$ cat src/rtl/hall_pkg.sv
// hall_pkg: shared types for the Hall sensor front end.
package hall_pkg;

    typedef logic [31:0] tick_t;

    typedef enum logic [1:0] {
        HALL_IDLE,
        HALL_ARM,
        HALL_MEASURE,
        HALL_LOCKED
    } hall_state_e;

    function automatic tick_t abs_diff(input tick_t a, input tick_t b);
        return (a > b) ? a - b : b - a;
    endfunction

endpackage

$ cat src/rtl/hall_filter.sv
// hall_filter: 2-FF synchroniser, run-length glitch filter and registered falling-edge pulse.
module hall_filter #(
    parameter int FILTER_LEN = 4
) (
    input  logic clk,
    input  logic rst,
    input  logic hall_n,
    output logic fall_edge
);

    localparam int CW = (FILTER_LEN > 1) ? $clog2(FILTER_LEN + 1) : 1;

    logic [1:0]    sync;
    logic          level;
    logic          level_q;
    logic [CW-1:0] run;
    logic          flip;

    // Level flips on the FILTER_LEN-th consecutive differing sample.
    assign flip = (sync[1] != level) && (run == CW'(FILTER_LEN - 1));

    always_ff @(posedge clk) begin
        if (rst) begin
            sync      <= 2'b11;
            level     <= 1'b1;
            level_q   <= 1'b1;
            run       <= '0;
            fall_edge <= 1'b0;
        end else begin
            sync      <= {sync[0], hall_n};
            run       <= (sync[1] == level || flip) ? '0 : run + 1'b1;
            level     <= flip ? sync[1] : level;
            level_q   <= level;
            fall_edge <= level_q & ~level;
        end
    end

endmodule

$ cat src/rtl/hall_sensor_ctrl.sv
// hall_sensor_ctrl: measures turn period from the filtered Hall edge, tracks lock and stall.
module hall_sensor_ctrl
    import hall_pkg::*;
#(
    parameter int    FILTER_LEN = 4,
    parameter tick_t MIN_TICKS  = 32'd1000,
    parameter tick_t MAX_TICKS  = 32'd50_000_000,
    parameter int    LOCK_TURNS = 3,
    parameter int    TOL_SHIFT  = 4
) (
    input  logic  clk,
    input  logic  rst,
    input  logic  hall_n,
    output tick_t speed_data,
    output logic  start_of_turn,
    output logic  locked,
    output logic  stalled
);

    localparam int GW = (LOCK_TURNS > 1) ? $clog2(LOCK_TURNS + 1) : 1;

    hall_state_e   state;
    tick_t         cnt;
    logic [GW-1:0] good;
    logic          fall_edge;
    logic          accept;
    logic          stall;
    logic          in_tol;

    hall_filter #(
        .FILTER_LEN(FILTER_LEN)
    ) u_filter (
        .clk      (clk),
        .rst      (rst),
        .hall_n   (hall_n),
        .fall_edge(fall_edge)
    );

    // Blanking applies only once a reference period exists.
    assign accept = fall_edge && (state == HALL_IDLE || state == HALL_ARM || cnt >= MIN_TICKS);
    assign stall  = (state != HALL_IDLE) && (cnt >= MAX_TICKS) && !accept;
    assign in_tol = abs_diff(cnt, speed_data) <= (speed_data >> TOL_SHIFT);

    always_ff @(posedge clk) begin
        if (rst) begin
            state         <= HALL_IDLE;
            cnt           <= '0;
            good          <= '0;
            speed_data    <= '0;
            start_of_turn <= 1'b0;
            locked        <= 1'b0;
            stalled       <= 1'b0;
        end else begin
            start_of_turn <= 1'b0;
            cnt           <= accept ? tick_t'(1) : (cnt >= MAX_TICKS) ? cnt : cnt + 1'b1;
            if (stall) begin
                state      <= HALL_IDLE;
                stalled    <= 1'b1;
                locked     <= 1'b0;
                speed_data <= '0;
                good       <= '0;
            end else if (accept) begin
                case (state)
                    HALL_IDLE: begin
                        state   <= HALL_ARM;
                        stalled <= 1'b0;
                    end
                    HALL_ARM: begin
                        start_of_turn <= 1'b1;
                        speed_data    <= cnt;
                        good          <= '0;
                        state         <= HALL_MEASURE;
                    end
                    HALL_MEASURE: begin
                        start_of_turn <= 1'b1;
                        speed_data    <= cnt;
                        good          <= in_tol ? good + 1'b1 : '0;
                        if (in_tol && good == GW'(LOCK_TURNS - 1)) begin
                            locked <= 1'b1;
                            state  <= HALL_LOCKED;
                        end
                    end
                    HALL_LOCKED: begin
                        start_of_turn <= 1'b1;
                        speed_data    <= cnt;
                        if (!in_tol) begin
                            locked <= 1'b0;
                            good   <= '0;
                            state  <= HALL_MEASURE;
                        end
                    end
                endcase
            end
        end
    end

endmodule

$ cat config.mk
export PLATFORM = sky130hd
export DESIGN_NAME = hall_sensor_ctrl
export DESIGN_NICKNAME = d
export VERILOG_FILES = /design/src/rtl/hall_pkg.sv /design/src/rtl/hall_filter.sv /design/src/rtl/hall_sensor_ctrl.sv
export SDC_FILE = /design/constraint.sdc
export NUM_CORES = 1
export LEC_CHECK = 0
export ABC_CLOCK_PERIOD_IN_PS = 4900
export CAP_MARGIN = 20
export CORE_ASPECT_RATIO = 0.8
export CORE_MARGIN = 2
export CORE_UTILIZATION = 45
export DETAILED_ROUTE_END_ITERATION = 10
export PLACE_DENSITY = 0.76
export SLEW_MARGIN = 20
export SYNTH_ARGS = -nofsm -noshare
export SYNTH_HDL_FRONTEND = slang
export SYNTH_SLANG_ARGS = --single-unit
$ cat constraint.sdc
create_clock -name clk -period 4.9 [get_ports clk]
set_clock_uncertainty 0.15 [all_clocks]
set_input_delay 0.49 -clock clk [delete_from_list [all_inputs] [get_ports clk]]
set_output_delay 0.49 -clock clk [all_outputs]
set_load 0.03 [all_outputs]
==> results of run 1 <==
[final timing paths]
kind,cells after the start,endpoint
setup / recovery,24,state[0]
hold / removal,2,u_filter.fall_edge
setup reg to reg,24,state[0]
hold reg to reg,2,u_filter.fall_edge
[metal layers]
| metal | part of all wire [%] | global-route usage [%] | vias to the layer above |
|---|---|---|---|
| met2 | 42 | 40.8 | 450 |
| met4 | 2.1 | 8.89 | 0 |
| met1 | 45 | 41.5 | 3724 |
| met5 | 0 | 0 | - |
| met3 | 11 | 5.48 | 40 |
| li1 | - | - | 3772 |
[critical path, stage by stage, from the launching register on]
cell	delay, ns
dfxtp_2	0.36
inv_2	0.06
ha_4	0.27
nand4_1	0.16
or4_4	0.62
nor4_4	0.24
mux2i_2	0.14
o21ai_4	0.13
nor3_2	0.08
o31ai_2	0.32
a21oi_2	0.13
buf_4	0.16
xnor2_2	0.13
ha_1	0.29
a21o_1	0.16
a21o_1	0.16
a21oi_2	0.14
nor2_2	0.06
a2111oi_2	0.28
a31o_2	0.20
nand4_1	0.12
a21oi_4	0.30
buf_4	0.18
o21ai_2	0.05
o211ai_1	0.09
[layout by cell type, fill, tap and decap left out, drive strengths merged, types with 32 or more instances in the layout]
cell type / count
ha: 96
nand2: 129
xnor2: 42
a21oi: 130
clkdlybuf4s50: 37
o21ai: 57
buf: 132
a21o: 32
inv: 85
nor2: 83
dfxtp: 79
[registers in the layout (all words and copies together), names as in the netlist]
name                flops
u_filter.run            3
locked                  1
u_filter.sync           2
start_of_turn           1
cnt                    32
speed_data             32
good                    2
u_filter.level_q        1
stalled                 1
u_filter.level          1
state                   2
u_filter.fall_edge      1
[cell type report]
type / instances / area [um^2]
Fill cell: 1425 / 6530
Multi-Input combinational cell: 792 / 5520
Sequential cell: 79 / 1600
Timing Repair Buffer: 169 / 1390
Inverter: 83 / 312
Tap cell: 215 / 269
Clock buffer: 10 / 229
Clock inverter: 6 / 67.6
[power by group through the flow]
stage               combinational (mW)  clock, mW  sequential (mW)
CTS                              0.524      0.695            0.648
floorplan                        0.338          0            0.662
detailed placement               0.475          0            0.663
finish                           0.566      0.692            0.648
global placement                 0.473          0            0.662
global route                     0.615      0.721            0.648
[kinds of logic (layout without fill, tap and decap cells)]
group / Yosys count / after routing / share of synthesized area (%)
adder cells (fa/ha/maj): 98 / 98 / 16.9
flip-flops: 79 / 79 / 21.5
multiplexers: 10 / 10 / 1.38
AND/OR/NAND/NOR: 339 / 339 / 21.6
buffers and inverters: 130 / 268 / 7.46
AO/OA/AOI/OAI: 292 / 292 / 24.9
XOR/XNOR: 53 / 53 / 6.31
[through the flow]
stage	std cells	util, %	power (mW)	setup WS [ns]
finish	1354	59.0	1.91	-0.144
global route	1354	59.0	1.98	-0.323
CTS	1346	58.0	1.87	-0.0138
detailed placement	1314	54.1	1.14	-0.223
global placement	1314	54.1	1.14	-0.103
floorplan	1001	-	1.00	0.00282
[repair_timing]
action                     in CTS  in global routing
setup buffers                  16                  8
gates resized for setup        35                 22
pin swaps                      31                 19
setup endpoints to repair       4                  4
gates cloned                    1                  0
==> key figures, run 1 <==
Logic synthesis
  • Syn Inst Count: 1001
  • Sequential share of the synthesized area: 21.5%
  • Dominant cell type by area after synthesis: dfxtp_1
  • Mapped Area: 7360 um^2
  • Syn Area/Cell: 7.35 um^2
  • Number of synthesized flops with an enable pin: 0
  • Syn. warnings: 0
  • Yosys reg bits: 79
  • Most common cell in the netlist: nand2_1
  • Distinct cells, synth: 75
  • Synth area leaders: dfxtp_1 21%, ha_1 16%, a21oi_1 8.6%, nand2_1 6.6%, xnor2_1 5.0%
  • Asr flop ratio synth: 0%
  • Top_reg_cell synth: dfxtp_1
  • Post-synth top area share: 21.5%
  • Post-synth top cells: 129 x nand2_1, 126 x a21oi_1, 96 x ha_1, 83 x inv_1, 83 x nor2_1
  • Syn_nets: 1102

STA
  • Post-route setup slack: -0.144 ns
  • Peak Freq: 198 MHz
  • Post-route setup TNS: -0.527 ns
  • RSZ-0062 raised after global routing: yes
  • Worst slew margin: 45.9%
  • Hold Vio Cnt, Final: 0
  • Period utilisation layout: 103%
  • Final setup vio count: 4
  • Worst Max-Slew Pin Slew: 0.811 ns
  • Worst hold slack: 0.262 ns
  • Fin crit period: 5.04 ns
  • Final slew viol count: 0

Detailed routing
  • Routed Antenna Nets: 0
  • Via count: 7986
  • Initial drt markers: 917
  • Routed WL per cell: 18.4 um
  • Vias per Instance: 5.90
  • DRC: 0
  • WL final: 25.0 mm
  • Number of detailed-route iterations in the first pass: 6

Floorplanning
  • # rows: 41
  • Die H: 118 um
  • Area of the die: 17400 um^2
  • Core Area: 15900 um^2
  • IO Pins: 38
  • Die span in x: 147 um
  • Initial Util: 46.3%

CTS
  • H-Tree Depth: 3
  • Num CTS Buffers: 9
  • Root Buffer: clkbuf_16
  • Worst-path clk slew: 0.06 ns
  • Hold buffer count at cts: 0
  • CTS Buffer Depth: 2
  • CTS sink count: 79
  • Skew-Pair Late Insertion Delay: 0.35 ns
  • TritonCTS clock tree: yes

Worst setup path
  • Worst r2r src: speed_data[21]
  • WS Path Type: reg -> reg
  • CP Launch Point: speed_data[21]
  • Worst path arrival time: 5.16 ns
  • Startpoint Class: flop
  • R2R setup slack: -0.14 ns
  • Critical-path maximum fanout: 7
  • CP Data Required Time: 5.02 ns
  • CP endpoint kind: flop

Worst hold path
  • Worst hold path class: reg -> reg
  • Hold Crit Start: u_filter.level_q

Job
  • Max-cap violations: 0

Pwr
  • Reg power frac: 34.0%
  • Clock power share: 36.3%
  • Switch share: 31.3%
  • Psw: 0.597 mW
  • IR Drop Worst-Case VDD: 0.000172 V
  • Logic pwr share: 29.7%
  • Leakage: 4.04 nW
  • Pwr per Cell Area: 203 nW/um^2
  • Power Internal: 1.31 mW

Placement
  • Placement Cell Area: 8610 um^2
  • DP HPWL: 19.4 mm
  • Port buffer count: 37
  • GP Congestion: 1.02

Cells and area
  • Share of layout cells above drive strength 1: 20.1%
  • Area Growth Syn to Fin: 27.4%
  • Diodes inserted: 0
  • Nets: 1235
  • Design Area, Final: 9380 um^2

GRT
  • Initial antenna violation count: 0
  • Vias in the first global route: 7290
  • Largest net degree at the start of global routing: 37
  • Total Routing Usage GR: 28.1%
  • Overflow after GRT: 0
  • First-pass GRT wire length: 39.1 mm

Status
  • Status: complete, but fails checks
  • Failing checks: setup timing
No activity file was read; power rests on OpenSTA's default activity.
==> run 2: changes to the inputs <==
--- a/config.mk
+++ b/config.mk
@@ -11,7 +11,7 @@
 export CORE_MARGIN = 2
 export CORE_UTILIZATION = 45
 export DETAILED_ROUTE_END_ITERATION = 10
-export PLACE_DENSITY = 0.76
+export PLACE_DENSITY = 0.65
 export SLEW_MARGIN = 20
 export SYNTH_ARGS = -nofsm -noshare
 export SYNTH_HDL_FRONTEND = slang
==> run 2 against run 1 <==
The flow still finishes with violations (setup timing). Core utilization rose by 0.055 points. Global-route usage is 0.24 points higher. Worst hold slack worse by 0.0036 ns. Via count down 2.3%. Worst setup slack improved by 0.030 ns. Clock power shrank 3%. Wire length decreased by 0.55%. Fmax is 0.60% higher. Critical path depth unchanged.
==> key figures, run 2 (same netlist as run 1, synthesis figures left out) <==
Status
  • Status: complete, but fails checks
  • Failing checks: setup timing

Cells and area
  • Commonest non-fill, non-tap cell in the layout: buf_4
  • Share of layout cells above drive strength 1: 20.3% (+0.19 points)
  • Top flop regs: cnt x32, speed_data x32, u_filter.run x3
  • Diodes inserted: 0 (unchanged)
  • Nets: 1244 (+0.73%)
  • Design Area, Final: 9380 um^2 (about the same)
  • Highest-count cells in the layout ignoring fill and taps: 139 x buf_4, 127 x nand2_1, 124 x a21oi_1
  • Non-Filler Instances: 1363 (+0.66%)
  • Multi-input logic area: 5480 um^2 (-0.66%)
  • Sequential Area: 1600 um^2 (about the same)
  • Area Growth Syn to Fin: 27.5% (about the same)
  • Number of fill cells: 1512 (+6.1%)

STA
  • Peak Freq: 199 MHz (+0.60%)
  • Post-route setup TNS: -0.338 ns (+0.189 ns)
  • RSZ-0062 raised after global routing: yes
  • Final slew viol count: 0 (unchanged)
  • Worst Max-Slew Pin Slew: 0.944 ns (+0.133 ns)
  • Final setup vio count: 4 (unchanged)
  • Period utilisation layout: 102% (-0.61 points)
  • Post-route setup slack: -0.114 ns (+0.0299 ns)
  • Fin crit period: 5.01 ns (-0.0299 ns)
  • Worst slew margin: 37.1% (-8.8 points)
  • Hold Vio Cnt, Final: 0 (unchanged)

Placement
  • Placement Cell Area: 8830 um^2 (+2.6%)
  • Inst Count DP: 1343 (+2.2%)
  • GP Congestion: 0.986 (-3.1%)
  • DP HPWL: 19.7 mm (+1.8%)
  • Port buffer count: 37 (unchanged)

GRT
  • First-pass GRT wire length: 39.0 mm (-0.21%)
  • Overflow after GRT: 0 (unchanged)
  • Total Routing Usage GR: 28.3% (+0.24 points)
  • Largest net degree at the start of global routing: 33 (-11%)
  • Vias in the first global route: 7223 (-0.92%)
  • Initial antenna violation count: 0 (unchanged)

Worst setup path
  • Crit-path slowest cell: a2111oi_2
  • R2R setup slack: -0.11 ns (+0.03 ns)
  • Critical-path maximum fanout: 6 (-1)
  • Worst r2r src: speed_data[15]
  • CP Launch Point: speed_data[15]
  • Worst path arrival time: 5.17 ns (about the same)
  • WS Path Type: reg -> reg
  • CP max stage delay: 0.34 ns (-0.28 ns)
  • CP Data Required Time: 5.05 ns (+0.03 ns)
  • Startpoint Class: flop
  • CP endpoint kind: flop
  • Critical-path cell list: inv_1, ha_1, and4_1, nand2_1, o21bai_1, a21oi_2, o21a_2, mux2i_2, o31ai_4, a21oi_2, o21bai_2, xor2_1, ha_1, a21oi_1, nor2b_1, o21ai_1, nand2b_1, a2111oi_2, a31o_2, nand4_1, a21oi_4, buf_4, o211ai_1, nand2_1

CTS
  • TritonCTS clock tree: yes
  • H-Tree Depth: 3 (unchanged)
  • Skew-Pair Late Insertion Delay: 0.36 ns (about the same)
  • CTS Buffer Depth: 2 (unchanged)
  • CTS sink count: 79 (unchanged)
  • Root Buffer: clkbuf_16
  • Hold buffer count at cts: 0 (unchanged)
  • Worst-path clk slew: 0.07 ns (about the same)
  • Num CTS Buffers: 9 (unchanged)

Detailed routing
  • WL final: 24.8 mm (-0.55%)
  • Via count: 7801 (-2.3%)
  • Initial drt markers: 835 (-8.9%)
  • DRC: 0 (unchanged)
  • Routed Antenna Nets: 0 (unchanged)
  • Number of detailed-route iterations in the first pass: 6 (unchanged)
  • Routed WL per cell: 18.2 um (-1.2%)
  • Vias per Instance: 5.72 (-3.0%)

Job
  • Max-cap violations: 0 (unchanged)

Pwr
  • PnR Total Power: 1.85 mW (-2.8%)
  • IR Drop Worst-Case VDD: 0.000170 V (-0.90%)
  • Leakage: 4.06 nW (+0.46%)
  • Pwr per Cell Area: 197 nW/um^2 (-2.9%)

Floorplanning
  • Area of the die: 17400 um^2 (unchanged)
  • IO Pins: 38 (unchanged)
  • Die H: 118 um (unchanged)
  • Core Area: 15900 um^2 (unchanged)
  • Initial Util: 46.3% (unchanged)
  • Die span in x: 147 um (unchanged)
  • # rows: 41 (unchanged)

Worst hold path
  • Worst hold path class: reg -> reg
  • Hold Crit Start: u_filter.level_q
## run 2: cell types whose count changed in the layout (fill, tap and decap cells not counted), sizes merged
cell,previous run,this run
buf,132,141
bufinv,1,0
clkbuf,10,9
clkinv,1,3
clkinvlp,2,1
inv,85,86
## run 2: what timing repair did
action                                 CTS  global route
pin swaps                               13             6
setup endpoints to repair                4             4
setup buffers                            3             1
gates resized for setup                 29            15
endpoints found under the hold margin    0             0
## run 2: stage by stage
step / utilization [%] / hold slack (ns) / setup WS [ns]
final: 59.0 / 0.259 / -0.114
after global placement: 55.5 / 0.247 / -0.127
after global routing: 59.0 / 0.267 / -0.326
after CTS: 58.4 / 0.264 / -0.0354
after floorplan: - / 0.239 / 0.00282
after detailed placement: 55.5 / 0.254 / -0.331
## run 2: layout make-up
cell class	count	share of cell area [%]
multi-input combinational	792	58.4
sequential	79	17.0
timing repair buffer	178	15.4
inverter	83	3.32
tap	215	2.87
clock buffer	9	2.40
clock inverter	7	0.587
## run 2: worst max-delay path: cells and delay by family, from the launching register on
kind,cells,cell delay [ns]
AOI/OAI and AO/OA,12,2.30
DFF,1,0.33
muxes,1,0.29
adders and majority gates,2,0.62
buffers and inverters,2,0.25
xor gates and xnor gates,1,0.14
and+or+nand+nor,6,0.85
## run 2: power by group
part	internal [mW]	switching, mW
clock network	0.350	0.323
registers	0.644	0.00228
logic	0.246	0.287
total	1.24	0.612
## run 2: path summary, 6_finish.rpt
| kind | to | cells after the start |
|---|---|---|
| max | locked | 24 |
| min | u_filter.fall_edge | 2 |
| max reg2reg | locked | 24 |
| min reg2reg | u_filter.fall_edge | 2 |
## run 2: per-layer routing
| layer | global-route usage, % | vias up | part of all wire, % |
|---|---|---|---|
| li1 | - | 3791 | - |
| met1 | 42.8 | 3637 | 49 |
| met2 | 40.4 | 333 | 41 |
| met3 | 4.98 | 40 | 8.3 |
| met4 | 9.07 | 0 | 2.3 |
| met5 | 0 | - | 0 |
==> run 3: changes to the inputs <==
--- a/config.mk
+++ b/config.mk
@@ -10,6 +10,7 @@
 export CORE_ASPECT_RATIO = 0.8
 export CORE_MARGIN = 2
 export CORE_UTILIZATION = 45
+export CTS_CLUSTER_SIZE = 24
 export DETAILED_ROUTE_END_ITERATION = 10
 export PLACE_DENSITY = 0.65
 export SLEW_MARGIN = 20
==> results of run 3 <==
No change in the layout: final DEF, timing and power equal those of run 2.
==> RTL edit 1, RTL diff (settings of run 2) <==
Encoding of `hall_state_e`: now one-hot (4 bits for 4 states).
--- a/src/rtl/hall_pkg.sv
+++ b/src/rtl/hall_pkg.sv
@@ -5,7 +5,7 @@
 
-    typedef enum logic [1:0] {
-        HALL_IDLE,
-        HALL_ARM,
-        HALL_MEASURE,
-        HALL_LOCKED
+    typedef enum logic [3:0] {
+        HALL_IDLE    = 4'b0001,
+        HALL_ARM     = 4'b0010,
+        HALL_MEASURE = 4'b0100,
+        HALL_LOCKED  = 4'b1000
     } hall_state_e;
Function: no difference found for any inputs over 10 cycles, from zero or initial values and one cycle with rst high; not proved beyond that.
==> RTL edit 1 against run 2 <==
  * Wire length up 15%
  * Sequential cell count up 2
  * First-iteration DRC count decreased by 2.2%
  * Non-clock buffer count rose by 108
  * Combinational power up 35%
  * Highest routed layer unchanged
  * Design area is 13% higher
  * Critical endpoint is now good[1]
  * The flow still finishes with violations (negative setup slack)
  * Synthesized area is 2.8% higher
  * Worst setup slack got worse by 0.25 ns
  * Total power increased by 14%
  * Synthesized cell count is 2.6% higher
==> RTL edit 1: results (changes against run 2) <==
* Status: finished, violations left
* Violated checks: negative setup slack
* Hold worst-path end: u_filter.fall_edge
* Drt total wl at 28,450 microns (+15%)
* Post-cts gate resize count at 53 (+83%)
* CP max FO at 5 (-1)
* Tot GR Track Use at 0.3235 (+0.04001)
* Combinational Power at 0.000718 W (+35%)
* Routability cong. at 0.9746 (-1.1%)
* Cell Pwr Density at 197.9 nW/um^2 (+0.22%)
* Vias in the first global route at 8,143 (+13%)
* Final Setup Violations at 5 (+1)
* Clk power at 0.000730 W (+8.5%)
* Ratio of cells with drive above 1 in the final layout at 0.2965 (+0.09351)
* R2R depth at 27 (+13%)
* Synth area leaders: dfxtp_1, ha_1, a21oi_1
* Register area share after synthesis at 0.2144 (-0.0005019)
* CTS root buf: clkbuf_16
* CP Data Arrival Time at 5.40 ns (+0.23 ns)
* Worst stage delay on the critical path at 0.48 ns (+0.14 ns)
* Vias at 8,524 (+9.3%)
* Setup total negative slack at -1.293 ns (-0.9553 ns)
* Proportion of synthesized area in mux cells at 0.02697 (+0.01320)
* DRT iter0 DRCs at 817 (-2.2%)
* Post-CTS setup repair buffer count at 19 (+16)
* Adder-cell share of the synthesized area at 0.1641 (-0.004549)
* First-pass GRT wire length at 44,610 microns (+14%)
* Crit path to: good[1]
* Worst R2R Start: speed_data[0]
* Pleak at 4.754 nW (+17%)
* VDD IR-drop max at 0.2057 mV (+21%)
* Hold WS at 0.2673 ns (+0.008443 ns)
* Compound-Gate Fraction of Synth Area at 0.2613 (+0.01197)
* Crit-path slowest cell: or4_1
* Synth top cells by count: a21oi_1, nand2_1, ha_1, inv_1, dfxtp_1
* Setup WS pre-CTS at -0.4660 ns (-0.1352 ns)
* Relative slew slack at 0.4359 (+0.06505)
* Cell variety after synth at 61 (-19%)
* Clk_lat worst skew at 0.36 ns (about the same)
* Syn_nets at 1,128 (+2.4%)
* Final HPWL DP at 23,060 microns (+17%)
* Fill cells at 1,469 (-2.8%)
* Largest regs: cnt (32), speed_data (32), state (4)
* Synthesized instance count at 1,027 (+2.6%)
* Placed Instances at 1,463 (+8.9%)
* Diode count at 0 (unchanged)
* Switching Power at 0.0006905 W (+13%)
* DRT Pass-1 Iters at 5 (-1)
* DRC at 0 (unchanged)
* Clock transition at path regs at 0.07 ns (about the same)
* Largest net degree at the start of global routing at 34 (+3.0%)
* PnR worst setup slack at -0.3612 ns (-0.2474 ns)
* Post-Synth XOR/XNOR Area at 0.06254 (-0.0005431)
* Via density at 5.702 (-0.38%)
* Placed Area at 9893 sq um (+12%)
* Nets@finish at 1,371 (+10%)
[RTL edit 1: cell count changes after synthesis, sizes merged, moves of 4 or more]
cell | before | now
nor2 | 83 | 72
nand3 | 28 | 23
mux2i | 9 | 17
o21a | 4 | 15
a211oi | 7 | 14
o31ai | 2 | 11
buf | 30 | 15
clkbuf | 17 | 39
a21oi | 130 | 125
o221a | 0 | 4
o221ai | 2 | 7
nand2 | 129 | 116
nand4 | 21 | 29
[RTL edit 1: layout make-up]
| cell class | instances | area [sq um] | share of cell area |
|---|---|---|---|
| multi-input combinational | 806 | 5794 | 0.5444 |
| timing repair buffer | 286 | 2267 | 0.2130 |
| sequential | 81 | 1682 | 0.1580 |
| inverter | 86 | 322.8 | 0.03033 |
| tap | 220 | 275.3 | 0.02586 |
| clock buffer | 9 | 225.2 | 0.02116 |
| clock inverter | 7 | 77.57 | 0.007288 |
[RTL edit 1: metal layers]
layer  part of all wire  GRT usage
met5                  0          0
met4              0.020    0.07560
met3              0.095    0.08251
met2               0.40     0.4608
met1               0.49     0.4836
==> RTL edit 2, RTL diff (config.mk and constraints of run 2) <==
Without the edit above. Change the parameter `LOCK_TURNS` from 3 to 2.
--- a/src/rtl/hall_sensor_ctrl.sv
+++ b/src/rtl/hall_sensor_ctrl.sv
@@ -7,3 +7,3 @@
     parameter tick_t MAX_TICKS  = 32'd50_000_000,
-    parameter int    LOCK_TURNS = 3,
+    parameter int    LOCK_TURNS = 2,
     parameter int    TOL_SHIFT  = 4
Behaviour: no difference found for any inputs over 10 cycles, from zero or initial values and one cycle with rst high; that may be too few to reach the edited logic, so the function may still have changed.
==> RTL edit 2 against run 2 <==
  * The flow still finishes with violations (negative setup slack)
  * Wire length hardly changed
  * Total power is 8.4% higher
  * Worst setup slack worse by 0.10 ns
  * Core utilization is 1.0 points higher
  * Sequential cell count stayed put
  * Design area is 1.4% higher
  * Synthesized area is 0.48% lower
  * Sequential share of layout area is 0.17 points lower
  * Largest cell class unchanged
  * Highest routed layer unchanged
==> RTL edit 2: results (changes against run 2) <==
* Number of H-tree levels at 3 (unchanged)
* Worst Setup SP: speed_data[20]
* Final HPWL DP at 19,450 microns (-1.5%)
* CTS root buf: clkbuf_16
* Routability cong. at 0.9969 (+1.1%)
* First-pass GRT wire length at 39,760 microns (+1.9%)
* CP Data Arrival Time at 5.22 ns (+0.05 ns)
* Worst stage delay on the critical path at 0.61 ns (+0.27 ns)
* Clk_lat worst skew at 0.36 ns (about the same)
* Cell variety after synth at 70 (-6.7%)
* CP delay by family, top: simple AND/OR/NAND/NOR gates
* Placed Instances at 1,335 (-0.60%)
* Status: finished, violations left
* Ratio of cells with drive above 1 in the final layout at 0.2095 (+0.006562)
* DRT Pass-1 Iters at 5 (-1)
* Hold path start: u_filter.sync[0]
* Post-synth ARST share at 0 (unchanged)
* Register area share after synthesis at 0.2160 (+0.001028)
* Synth area leaders: dfxtp_1, ha_1, a21oi_1
* Placed Area at 8761 sq um (-0.81%)
* Pleak at 4.133 nW (+1.9%)
* VDD IR-drop max at 0.1774 mV (+4.1%)
* CP max FO at 5 (-1)
* Post-Synth XOR/XNOR Area at 0.06339 (+0.0003018)
* Clock transition at path regs at 0.07 ns (about the same)
* PnR worst setup slack at -0.2165 ns (-0.1026 ns)
* R2R depth at 23 (-4.2%)
* Largest net degree at the start of global routing at 36 (+9.1%)
* Syn avg cell area at 7.316 sq um (-0.48%)
* Adder-cell share of the synthesized area at 0.1695 (+0.0008069)
* Setup WS pre-CTS at -0.2592 ns (+0.07158 ns)
* Tot GR Track Use at 0.2890 (+0.005595)
* Final Setup Violations at 4 (unchanged)
* DRT iter0 DRCs at 717 (-14%)
* Worst Max-Slew Pin Slew at 0.8969 ns (-0.04676 ns)
* Violated checks: negative setup slack
* Cell Count, Final, Fillers Out at 1,370 (+0.51%)
* Initial antenna violation count at 0 (unchanged)
* Crit-path slowest cell: or4_4
* Fill cells at 1,470 (-2.8%)
* Compound-Gate Fraction of Synth Area at 0.2476 (-0.001712)
* Worst hold path class: register to register
* Drt total wl at 24,820 microns (about the same)
* Most used flip-flop cell after synthesis: dfxtp_1
* Proportion of synthesized area in mux cells at 0.01384 (+0.00006589)
* Vias in the first global route at 7,391 (+2.3%)
* Synth top cells by count: nand2_1, a21oi_1, ha_1, nor2_1, inv_1
* Vias at 7,770 (-0.40%)
-- RTL edit 2: kinds of logic after synthesis --
logic type	after synthesis
flip-flops	79
AO/OA/AOI/OAI	292
XOR/XNOR	53
buffers and inverters	129
multiplexers	10
adder cells (fa/ha/maj)	98
AND/OR/NAND/NOR	340
-- RTL edit 2: worst register-to-register path: stages (launching register included) --
cell and delay [ns]:
dfxtp_2 0.35, inv_2 0.06, ha_4 0.26, nand4_1 0.16, or4_4 0.61, nor4_4 0.25, mux2i_2 0.14, o21ai_4 0.13
buf_6 0.15, nand2_2 0.04, o31a_1 0.16, a221oi_2 0.30, xnor2_1 0.16, ha_1 0.30, nand4_1 0.23, o21ai_0 0.48
nand2_1 0.12, a31o_2 0.25, nand4_1 0.13, a21oi_4 0.08, buf_6 0.16, buf_4 0.12, o211ai_1 0.15, nand2_1 0.07
-- RTL edit 2: final cells by class --
cell class	instances	area, sq um	area share
clock buffers	9	225.2	0.02366
clock inverters	7	108.9	0.01144
inverters	82	307.8	0.03234
multi-input cells	793	5468	0.5745
flip-flops and latches	79	1605	0.1687
well taps	215	269.0	0.02826
repair buffers	185	1534	0.1612
-- RTL edit 2: where the power goes --
group | leakage, nW | total (W) | internal, W | switching [W]
sequential | 0.645 | 0.000646 | 0.000643 | 0.00000258
clock | 0.164 | 0.000773 | 0.000458 | 0.000315
combinational | 3.32 | 0.000589 | 0.000278 | 0.000311
-- RTL edit 2: worst min-delay path by stage --
stage                            end  slack, ns  cells after the start
finish              u_filter.sync[1]       0.26                      1
global route        u_filter.sync[1]       0.30                      1
CTS                 u_filter.sync[1]       0.26                      1
detailed placement  u_filter.sync[1]       0.25                      1
global placement    u_filter.sync[1]       0.24                      1
floorplan           u_filter.sync[1]       0.24                      1
-- RTL edit 2: what timing repair did --
action	4_1_cts	5_1_grt
buffers inserted	10	10
gates resized for setup	37	19
endpoints found under the setup margin	4	4
pin swaps	27	30
hold buffers	0	0
-- RTL edit 2: layer usage --
metal,track usage,part of all wire,vias up
li1,-,-,3801
met1,0.4367,0.50,3666
met2,0.4284,0.42,275
met3,0.04884,0.071,28
met4,0.05947,0.014,0
met5,0,0,-
-- RTL edit 2: per-stage QoR --
| step | total power [W] | setup TNS (ns) | hold WS, ns | utilization |
|---|---|---|---|---|
| after global placement | 0.001150 | -0.2633 | 0.2419 | 0.5527 |
| final | 0.002007 | -0.7132 | 0.2591 | 0.6004 |
| after detailed placement | 0.001153 | -0.7344 | 0.2457 | 0.5527 |
| after CTS | 0.001966 | -0.07175 | 0.2635 | 0.5918 |
| after global routing | 0.002097 | -1.427 | 0.2978 | 0.6004 |
| after floorplan | 0.0009956 | 0 | 0.2395 | - |
